**config.mk**
```make
export PLATFORM = sky130hd
export DESIGN_NAME = midi_uart_rx
export DESIGN_NICKNAME = d
export VERILOG_FILES = /design/src/rtl/midi_pkg.sv /design/src/rtl/midi_baud_tick.sv /design/src/rtl/midi_uart_rx.sv
export SDC_FILE = /design/constraint.sdc
export NUM_CORES = 1
export LEC_CHECK = 0
export BUFFER_PORTS_ARGS = -buffer_cell sky130_fd_sc_hd__buf_2
export CORE_ASPECT_RATIO = 0.5
export CORE_MARGIN = 5
export CORE_UTILIZATION = 50
export DETAILED_ROUTE_END_ITERATION = 6
export PLACE_DENSITY = 0.74
export SYNTH_ARGS = -nofsm -noshare
export SYNTH_HDL_FRONTEND = slang
export SYNTH_HIERARCHICAL = 1
export SYNTH_SLANG_ARGS = --single-unit
```
**constraint.sdc**
```tcl
create_clock -name clk -period 3 [get_ports clk]
set_clock_uncertainty 0.15 [all_clocks]
set_input_delay 0.6 -clock clk [delete_from_list [all_inputs] [get_ports clk]]
set_output_delay 0.6 -clock clk [all_outputs]
set_load 0.01 [all_outputs]
```
**src/rtl/midi_pkg.sv**
```systemverilog
//==============================================================================
// Module      : midi_pkg
// Description : Shared MIDI constants: line rate, receiver state encoding and
//               status-byte values used by the message FSM.
// Revision    : 1.0 - initial release
//==============================================================================
`default_nettype none

package midi_pkg;

    localparam int MIDI_BAUD = 31250;

    typedef enum logic [2:0] {
        RX_IDLE  = 3'd0,
        RX_START = 3'd1,
        RX_DATA  = 3'd2,
        RX_STOP  = 3'd3,
        RX_BREAK = 3'd4
    } rx_state_t;

    localparam logic [7:0] c_STATUS_NOTE_OFF   = 8'h80;
    localparam logic [7:0] c_STATUS_NOTE_ON    = 8'h90;
    localparam logic [7:0] c_STATUS_POLY_AT    = 8'hA0;
    localparam logic [7:0] c_STATUS_CTRL_CHG   = 8'hB0;
    localparam logic [7:0] c_STATUS_PROG_CHG   = 8'hC0;
    localparam logic [7:0] c_STATUS_CHAN_AT    = 8'hD0;
    localparam logic [7:0] c_STATUS_PITCH_BEND = 8'hE0;
    localparam logic [7:0] c_STATUS_SYSEX      = 8'hF0;
    localparam logic [7:0] c_STATUS_EOX        = 8'hF7;

    function automatic logic is_status(input logic [7:0] b);
        return b[7];
    endfunction

endpackage

`default_nettype wire

```
**src/rtl/midi_baud_tick.sv**
```systemverilog
//==============================================================================
// Module      : midi_baud_tick
// Description : Free-running divider producing one-clk ticks at BAUD*OVS Hz.
// Revision    : 1.0 - initial release
//==============================================================================
`default_nettype none

module midi_baud_tick #(
    parameter int CLK_FREQ = 50000000,
    parameter int BAUD     = 31250,
    parameter int OVS      = 16
) (
    input  logic clk,
    input  logic rst,
    output logic tick
);

    localparam int DIV = CLK_FREQ / (BAUD * OVS);
    localparam int CW  = (DIV > 1) ? $clog2(DIV) : 1;

    if (DIV < 1) begin : g_div_check
        $error("midi_baud_tick: CLK_FREQ too low for BAUD*OVS");
    end

    localparam logic [CW-1:0] c_LAST = CW'(DIV - 1);

    logic [CW-1:0] div_q;
    logic [CW-1:0] div_d;

    assign tick = (div_q == c_LAST);

    always_comb begin
        div_d = tick ? '0 : div_q + CW'(1);
    end

    always_ff @(posedge clk) begin
        if (rst) begin
            div_q <= '0;
        end else begin
            div_q <= div_d;
        end
    end

endmodule

`default_nettype wire

```
**src/rtl/midi_uart_rx.sv**
```systemverilog
//==============================================================================
// Module      : midi_uart_rx
// Description : MIDI IN receiver, 8N1 LSB first, 16x oversampled with start
//               glitch rejection. Optional MIDI_RX_FERR_EN adds ferr/err_cnt.
// Revision    : 1.0 - initial release
//==============================================================================
`default_nettype none

module midi_uart_rx
    import midi_pkg::*;
#(
    parameter int CLK_FREQ = 50000000,
    parameter int BAUD     = MIDI_BAUD,
    parameter int OVS      = 16
) (
    input  logic       clk,
    input  logic       rst,
    input  logic       rx,
    output logic [7:0] data,
    output logic       dv,
    output logic       busy
`ifdef MIDI_RX_FERR_EN
    ,
    output logic       ferr,
    output logic [7:0] err_cnt
`endif
);

    if ((OVS % 2) != 0 || OVS < 8) begin : g_ovs_check
        $error("midi_uart_rx: OVS must be even and >= 8");
    end

    localparam int CW = $clog2(OVS);
    localparam logic [CW-1:0] c_HALF = CW'(OVS / 2 - 1);
    localparam logic [CW-1:0] c_LAST = CW'(OVS - 1);

    logic            sync1_q, sync2_q, rxs, tick;
    rx_state_t       state_q, state_d;
    logic [CW-1:0]   cnt_q, cnt_d;
    logic [2:0]      bit_q, bit_d;
    logic [7:0]      shift_q, shift_d;
    logic [7:0]      data_q, data_d;
    logic            dv_q, dv_d;
`ifdef MIDI_RX_FERR_EN
    logic            ferr_q, ferr_d;
    logic [7:0]      err_q;
`endif

    midi_baud_tick #(
        .CLK_FREQ (CLK_FREQ),
        .BAUD     (BAUD),
        .OVS      (OVS)
    ) u_tick (
        .clk  (clk),
        .rst  (rst),
        .tick (tick)
    );

    // Synchroniser resets to the idle level so reset never fakes a start bit.
    always_ff @(posedge clk) begin
        if (rst) begin
            sync1_q <= 1'b1;
            sync2_q <= 1'b1;
        end else begin
            sync1_q <= rx;
            sync2_q <= sync1_q;
        end
    end
    assign rxs = sync2_q;

    always_ff @(posedge clk) begin
        if (rst) begin
            state_q <= RX_IDLE;
            cnt_q   <= '0;
            bit_q   <= '0;
            shift_q <= '0;
            data_q  <= '0;
            dv_q    <= 1'b0;
        end else begin
            state_q <= state_d;
            cnt_q   <= cnt_d;
            bit_q   <= bit_d;
            shift_q <= shift_d;
            data_q  <= data_d;
            dv_q    <= dv_d;
        end
    end

    always_comb begin
        state_d = state_q;
        cnt_d   = cnt_q;
        bit_d   = bit_q;
        shift_d = shift_q;
        data_d  = data_q;
        dv_d    = 1'b0;
`ifdef MIDI_RX_FERR_EN
        ferr_d  = 1'b0;
`endif
        if (tick) begin
            case (state_q)
                RX_IDLE: begin
                    if (!rxs) begin
                        state_d = RX_START;
                        cnt_d   = '0;
                    end
                end
                RX_START: begin
                    if (cnt_q == c_HALF) begin
                        cnt_d = '0;
                        bit_d = '0;
                        state_d = rxs ? RX_IDLE : RX_DATA;
                    end else begin
                        cnt_d = cnt_q + CW'(1);
                    end
                end
                RX_DATA: begin
                    if (cnt_q == c_LAST) begin
                        cnt_d   = '0;
                        shift_d = {rxs, shift_q[7:1]};
                        bit_d   = bit_q + 3'd1;
                        if (bit_q == 3'd7) begin
                            state_d = RX_STOP;
                        end
                    end else begin
                        cnt_d = cnt_q + CW'(1);
                    end
                end
                RX_STOP: begin
                    // Leaving mid-stop-bit lets a back-to-back start edge be caught.
                    if (cnt_q == c_LAST) begin
                        cnt_d = '0;
                        if (rxs) begin
                            data_d  = shift_q;
                            dv_d    = 1'b1;
                            state_d = RX_IDLE;
                        end else begin
`ifdef MIDI_RX_FERR_EN
                            ferr_d  = 1'b1;
`endif
                            state_d = RX_BREAK;
                        end
                    end else begin
                        cnt_d = cnt_q + CW'(1);
                    end
                end
                RX_BREAK: begin
                    if (rxs) begin
                        state_d = RX_IDLE;
                    end
                end
                default: begin
                    state_d = RX_IDLE;
                end
            endcase
        end
    end

`ifdef MIDI_RX_FERR_EN
    always_ff @(posedge clk) begin
        if (rst) begin
            ferr_q <= 1'b0;
            err_q  <= '0;
        end else begin
            ferr_q <= ferr_d;
            if (ferr_d && err_q != 8'hFF) begin
                err_q <= err_q + 8'd1;
            end
        end
    end
    assign ferr    = ferr_q;
    assign err_cnt = err_q;
`endif

    assign data = data_q;
    assign dv   = dv_q;
    assign busy = (state_q != RX_IDLE);

endmodule

`default_nettype wire

```
==> results of run 1 <==
## cell families (layout without fill, tap and decap cells)
family	count (synthesis)	after routing
xor+xnor	5	5
mux	19	19
buf+inv	11	22
flops	36	36
fa+ha+maj	5	5
simple gates	70	70
compound gates	24	24
## worst max-delay path, delay by kind of cell, from the launching register on
kind,cells,cell delay (ns)
flip-flops,1,0.41
AND/OR/NAND/NOR,5,1.18
multiplexers,1,0.28
adder cells (fa/ha/maj),1,0.19
## path summary, 6_finish.rpt
kind,startpoint,endpoint,depth (start not counted),slack (ns)
worst max-delay path,u_tick/div_q[0],data[1],7,0.68
worst min-delay path,sync1_q,rxs,1,0.27
worst max register to register,u_tick/div_q[0],data[1],7,0.68
worst min register to register,sync1_q,rxs,1,0.27
## cells in the final DEF, fill, tap and decap left out, types with 2 or more instances in the layout
| cell type | synthesis | final |
|---|---|---|
| sky130_fd_sc_hd__dfxtp_1 | 36 | 36 |
| sky130_fd_sc_hd__nor2_1 | 30 | 30 |
| sky130_fd_sc_hd__mux2i_1 | 19 | 19 |
| sky130_fd_sc_hd__buf_2 | 3 | 12 |
| sky130_fd_sc_hd__a21oi_1 | 9 | 9 |
| sky130_fd_sc_hd__nand2_1 | 6 | 6 |
| sky130_fd_sc_hd__ha_1 | 5 | 5 |
| sky130_fd_sc_hd__clkbuf_8 | 0 | 5 |
| sky130_fd_sc_hd__or3_1 | 4 | 4 |
| sky130_fd_sc_hd__nand2b_1 | 4 | 4 |
| sky130_fd_sc_hd__nand3_1 | 4 | 4 |
| sky130_fd_sc_hd__o21ai_0 | 4 | 4 |
| sky130_fd_sc_hd__xor2_1 | 3 | 3 |
| sky130_fd_sc_hd__nor3b_1 | 2 | 2 |
| sky130_fd_sc_hd__and2_1 | 2 | 2 |
| sky130_fd_sc_hd__nand3b_1 | 2 | 2 |
| sky130_fd_sc_hd__xnor2_1 | 2 | 2 |
| sky130_fd_sc_hd__a22oi_1 | 2 | 2 |
| sky130_fd_sc_hd__nor3_1 | 2 | 2 |
| sky130_fd_sc_hd__or2_2 | 2 | 2 |
| sky130_fd_sc_hd__nor2b_1 | 2 | 2 |
## metrics by stage
step	hold WS (ns)	cells	setup WS [ns]	instance area (sq um)	utilization, %
5_1_grt	0.279	221	0.501	1790	58.7
3_5_place_dp	0.250	213	0.700	1680	55.1
6_report	0.268	221	0.676	1790	58.7
2_1_floorplan	0.239	170	0.991	1610	-
3_3_place_gp	0.241	213	0.803	1680	55.1
4_1_cts	0.272	221	0.683	1790	58.7
## area by class of cell
cell class	count	area, sq um	share of cell area [%]
tap	40	50.0	2.80
timing repair buffer	13	67.6	3.77
sequential	36	721	40.3
multi-input combinational	123	837	46.8
clock inverter	3	42.5	2.38
clock buffer	5	68.8	3.84
inverter	1	3.75	0.210
## sequential cells by signal, indices dropped and copies added (netlist names)
register	flops
rxs	1
shift_q	8
state_q	3
sync1_q	1
u_tick/div_q	7
bit_q	3
cnt_q	4
dv	1
data	8
## routing by layer
metal,global-route usage [%],part of all wire (%)
met1,15.8,48
met2,23.2,46
met3,4.03,4.1
met4,7.43,1.8
met5,0,0
## power breakdown
part           internal, mW  leakage, nW  switching (mW)
combinational       0.00618        0.293          0.0116
clock                 0.246       0.0541           0.174
sequential            0.482        0.291         0.00518
==> results_dict.tcl, run 1 <==
set metrics [dict create \
    final_slew_violations 0 \
    cts_tree "yes" \
    crit_path_max_incr_delay_ns 0.49 \
    grt_antenna_before_repair 0 \
    synth-edff-count 0 \
    synth_cell_type_count 43 \
    grt_use_total_pct 13.6 \
    post_synth_instance_area_sq_um 1610 \
    mappedNetlistNets 178 \
    critical_path.cell_chain "ha_1, nand2b_1, nor2_1, nand4_1, nor2_2, mux2i_1, nor2_1" \
    antenna_left 0 \
    drt_pre_antenna_iters 4 \
    largest_net_degree_at_the_start_of_global_routing 31 \
    cts_made_buffers 5 \
    post_cts_resized 0 \
    ctsHoldBuffers 0 \
    post-synth-top-area-fraction_pct 44.7 \
    final_period_minus_worst_setup_slack_ns 2.32 \
    ys_async_sr_fraction_pct 0 \
    detailedPlacementHpwl_mm 1.97 \
    finalSetupTns_ns 0 \
    finalHoldViolations 0 \
    fin_total_pwr_mw 0.925 \
    xor_xnor_share_of_the_synthesized_area_pct 2.72 \
    synthesis.area_per_instance_sq_um 9.48 \
    route.final.wire_length_mm 2.92 \
    areaGrowthSynthToFinish_pct 11.1 \
    portBuffers 12 \
    final_cycle_utilization_of_the_critical_path_pct 77.5 \
    critical_path.most_common_cell "sky130_fd_sc_hd__nor2_1" \
    clock_pin_slew_on_the_worst_setup_and_hold_paths_ns 0.08 \
    synth.yosys.warnings 6 \
    clock-sinks 36 \
    synth_common_cells "36 x sky130_fd_sc_hd__dfxtp_1, 30 x sky130_fd_sc_hd__nor2_1, 19 x sky130_fd_sc_hd__mux2i_1, 9 x sky130_fd_sc_hd__a21oi_1, 6 x sky130_fd_sc_hd__nand2_1" \
    synth.yosys.seq_area_share_pct 44.7 \
    grt_first_pass_wirelength_mm 5.00 \
    wl_per_cell_microns 13.2 \
    top_level_pins 13 \
    grt_setup_unrepaired "no" \
    drc 0 \
    maxSlewHeadroom_pct 64.3 \
    number_of_global_route_vias_before_repair 1121 \
    critPathMaxFanout 8 \
    ir_worst_vdd_v 0.000294 \
    kind_of_end_point_of_the_critical_path "register" \
    synth_area_leaders "sky130_fd_sc_hd__dfxtp_1 45%, sky130_fd_sc_hd__mux2i_1 12%, sky130_fd_sc_hd__nor2_1 7.0%" \
    setup-violations-final 0 \
    yosys.area_share.adder_pct 3.88 \
    diodes 0 \
    slowest_stage "sky130_fd_sc_hd__nor2_2" \
    power_density_nw_per_um2 516 \
    final_nets 188 \
    total_leakage_power_nw 0.639 \
    die_area_sq_um 4530 \
    post-synth-top-area-cell "sky130_fd_sc_hd__dfxtp_1" \
    placement_rows 14 \
    critPathArrivalTime_ns 2.33 \
    ctsHtreeMaxLevel 2 \
    routed-via-count 1200 \
    fp.coreArea_sq_um 3050 \
    critPathKind "register to register" \
    gp_congestion 0.768 \
    max-cap-violations 0 \
    routed_via_density 5.43 \
    outcome "finished, final reports clean" \
    synth_simple_gate_area_share_pct 22.8 \
    ys_dominant_reg_cell "sky130_fd_sc_hd__dfxtp_1" \
    drive_gt1_share_pct 16.0 \
    max-clock-path-buffers 2 \
    synth_top_family_by_area "simple AND/OR/NAND/NOR gates" \
    timing.fmax_ghz 0.430 \
    synth_compound_area_share_pct 10.3 \
    source_to_sink_clock_delay_at_the_later_pin_of_the_worst_skew_pair_ns 0.29 \
    crit_required_ns 3.01 \
    synth.area.mux_share_pct 11.8 \
    grt-ovfl-total 0 \
    clock-root-buffer "sky130_fd_sc_hd__clkbuf_8" \
    drt_first_iter_violations 90 \
    cell_with_the_most_instances_after_synthesis "sky130_fd_sc_hd__dfxtp_1" \
    post_cts_buffers 0 \
    ffs_latches_synth 36 \
    starting_density_pct 52.9 \
    fillers 284 \
    setup.worst_path.start_class "register" \
    die-height_microns 50.1 \
    tightest_slew_ns 0.535 \
    die_width_microns 90.3 \
    min_path_type "register to register" \
    syn_inst 170 \
]
Power figures use the tool's default switching activity.
==> inputs of run 2 (changes only) <==
Settings changed: PLACE_DENSITY 0.74 to 0.77.
Clock period 3 ns to 1.9 ns, I/O delays scaled along.
==> run 2 against run 1 <==
- the run now ends with setup timing left
- clock power increased by 34%
- setup slack lost 0.72 ns
- hold slack got worse by 0.15 ns
- sequential share of layout area decreased by 3.7 points
- design area rose by 11%
- die area stayed put
- sequential cell count unchanged
- global-route usage rose by 0.99 points
- critical endpoint is now shift_q[0]
- largest cell class unchanged
==> results_dict.tcl, run 2 (same netlist as run 1, synthesis figures left out) <==
set metrics [dict create \
    source_to_sink_clock_delay_at_the_later_pin_of_the_worst_skew_pair_ns 0.29 \
    critPathKind "register to register" \
    cell_internal_pwr_mw 1.08 \
    tightest_slew_ns 0.367 \
    max-cap-violations 0 \
    detailedPlacementHpwl_mm 2.26 \
    route.final.wire_length_mm 3.38 \
    pwr-share-seq_pct 55.7 \
    kind_of_end_point_of_the_critical_path "register" \
    layout.cells.most_common_list "31 x sky130_fd_sc_hd__dfxtp_1, 29 x sky130_fd_sc_hd__nor2_1, 19 x sky130_fd_sc_hd__mux2i_1, 17 x sky130_fd_sc_hd__buf_4, 13 x sky130_fd_sc_hd__buf_2" \
    maxSlewHeadroom_pct 75.5 \
    drc 0 \
    top_level_pins 13 \
    max-clock-path-buffers 2 \
    final_period_minus_worst_setup_slack_ns 1.95 \
    setup.worst_path.start_class "register" \
    final_slew_violations 0 \
    dpl_worst_slack_ns -0.0120 \
    fillers 243 \
    grt_use_total_pct 14.6 \
    multi_input_comb_area_sq_um 895 \
    areaGrowthSynthToFinish_pct 23.8 \
    diodes 0 \
    gp_congestion 0.824 \
    timing.reg2reg.setup_slack_ns -0.05 \
    routed_via_density 5.38 \
    final_setup_slack_of_the_worst_path_ns -0.0469 \
    finalSetupTns_ns -0.270 \
    min_path_type "input port to register" \
    drive_gt1_share_pct 29.0 \
    die_area_sq_um 4530 \
    power_density_nw_per_um2 690 \
    die_width_microns 90.3 \
    portBuffers 12 \
    clock_pin_slew_on_the_worst_setup_and_hold_paths_ns 0.07 \
    grt_setup_unrepaired "yes" \
    swShare_pct 21.8 \
    final_cycle_utilization_of_the_critical_path_pct 102 \
    starting_density_pct 52.9 \
    critPathArrivalTime_ns 1.97 \
    die-height_microns 50.1 \
    critPathMaxFanout 5 \
    total_leakage_power_nw 0.734 \
    outcome "finished with violations" \
    drt_first_iter_violations 54 \
    drt_pre_antenna_iters 4 \
    cts_tree "yes" \
    ir_worst_vdd_v 0.000547 \
    number_of_global_route_vias_before_repair 1152 \
    seqCellArea_sq_um 729 \
    failed_checks "setup timing" \
    final_nets 207 \
    grt_antenna_before_repair 0 \
    routed-via-count 1291 \
    wl_per_cell_microns 14.1 \
    clock-root-buffer "sky130_fd_sc_hd__clkbuf_8" \
    power.share.clock_pct 40.7 \
    cts_made_buffers 5 \
    largest_net_degree_at_the_start_of_global_routing 19 \
    ctsHtreeMaxLevel 2 \
    clock-sinks 36 \
    grt-ovfl-total 0 \
    fp.coreArea_sq_um 3050 \
    grt_first_pass_wirelength_mm 5.36 \
    layout.cells.most_common "sky130_fd_sc_hd__dfxtp_1" \
    placement_rows 14 \
    setup-violations-final 9 \
    antenna_left 0 \
    crit_required_ns 1.92 \
    total_switching_power_mw 0.301 \
    timing.fmax_ghz 0.514 \
    finalHoldViolations 0 \
    comb_power_share_pct 3.6 \
]
==> run 2: changes by cell type in the layout (fill, tap and decap cells not counted), sizes merged <==
cell    before  now
clkbuf       5    7
buf         13   32
bufinv       1    0
clkinv       1    0
==> run 2: stage by stage <==
| step | hold WS [ns] | cell area (sq um) | instances | power [mW] | utilization (%) |
|---|---|---|---|---|---|
| after detailed placement | 0.260 | 1810 | 228 | 0.827 | 59.3 |
| after global routing | 0.117 | 2000 | 240 | 1.44 | 65.5 |
| final | 0.120 | 2000 | 240 | 1.38 | 65.5 |
| after CTS | 0.114 | 1930 | 237 | 1.39 | 63.3 |
| after global placement | 0.243 | 1810 | 228 | 0.825 | 59.3 |
| after floorplan | 0.239 | 1620 | 170 | 0.807 | - |
==> run 2: worst max-delay path: stages (launching register included) <==
cell,delay (ns)
sky130_fd_sc_hd__dfxtp_2,0.36
sky130_fd_sc_hd__ha_4,0.15
sky130_fd_sc_hd__nand2b_4,0.06
sky130_fd_sc_hd__nor2_4,0.11
sky130_fd_sc_hd__nand4_1,0.15
sky130_fd_sc_hd__nor4b_2,0.36
sky130_fd_sc_hd__buf_4,0.22
sky130_fd_sc_hd__mux2i_1,0.20
sky130_fd_sc_hd__nor2_1,0.05
==> run 2: worst paths after layout <==
check,start,to,cells after the start
worst max-delay path,u_tick/div_q[0],shift_q[0],8
worst max register to register,u_tick/div_q[0],shift_q[0],8
worst min register to register,sync1_q,rxs,1
worst min-delay path,rx,sync1_q,2
==> run 2: power by group through the flow <==
| stage | Combinational [mW] | Clock (mW) | Sequential [mW] |
|---|---|---|---|
| after floorplan | 0.0217 | 0 | 0.785 |
| after global placement | 0.0415 | 0 | 0.783 |
| after global routing | 0.0538 | 0.615 | 0.768 |
| after detailed placement | 0.0427 | 0 | 0.784 |
| final | 0.0489 | 0.561 | 0.768 |
| after CTS | 0.0429 | 0.576 | 0.767 |
==> run 2: cell type report <==
type,instances,share of cell area [%]
multi-input combinational,123,44.8
sequential,36,36.6
timing repair buffer,32,11.2
clock buffer,7,4.33
tap,40,2.51
clock inverter,1,0.376
inverter,1,0.188
==> run 2: per-layer routing <==
metal,wire (microns),track usage (%),vias to the layer above
li1,-,-,652
met1,1580,19.1,606
met2,1580,22.7,27
met3,145,3.73,6
met4,64,7.43,0
met5,0,0,-
==> run 2: what timing repair did <==
| item | in CTS | in global routing |
|---|---|---|
| gates cloned | 0 | 1 |
| buffers inserted | 1 | 2 |
| pin swaps | 0 | 6 |
| endpoints found under the setup margin | 10 | 20 |
| resized for setup | 3 | 12 |
| hold buffers | 0 | 0 |
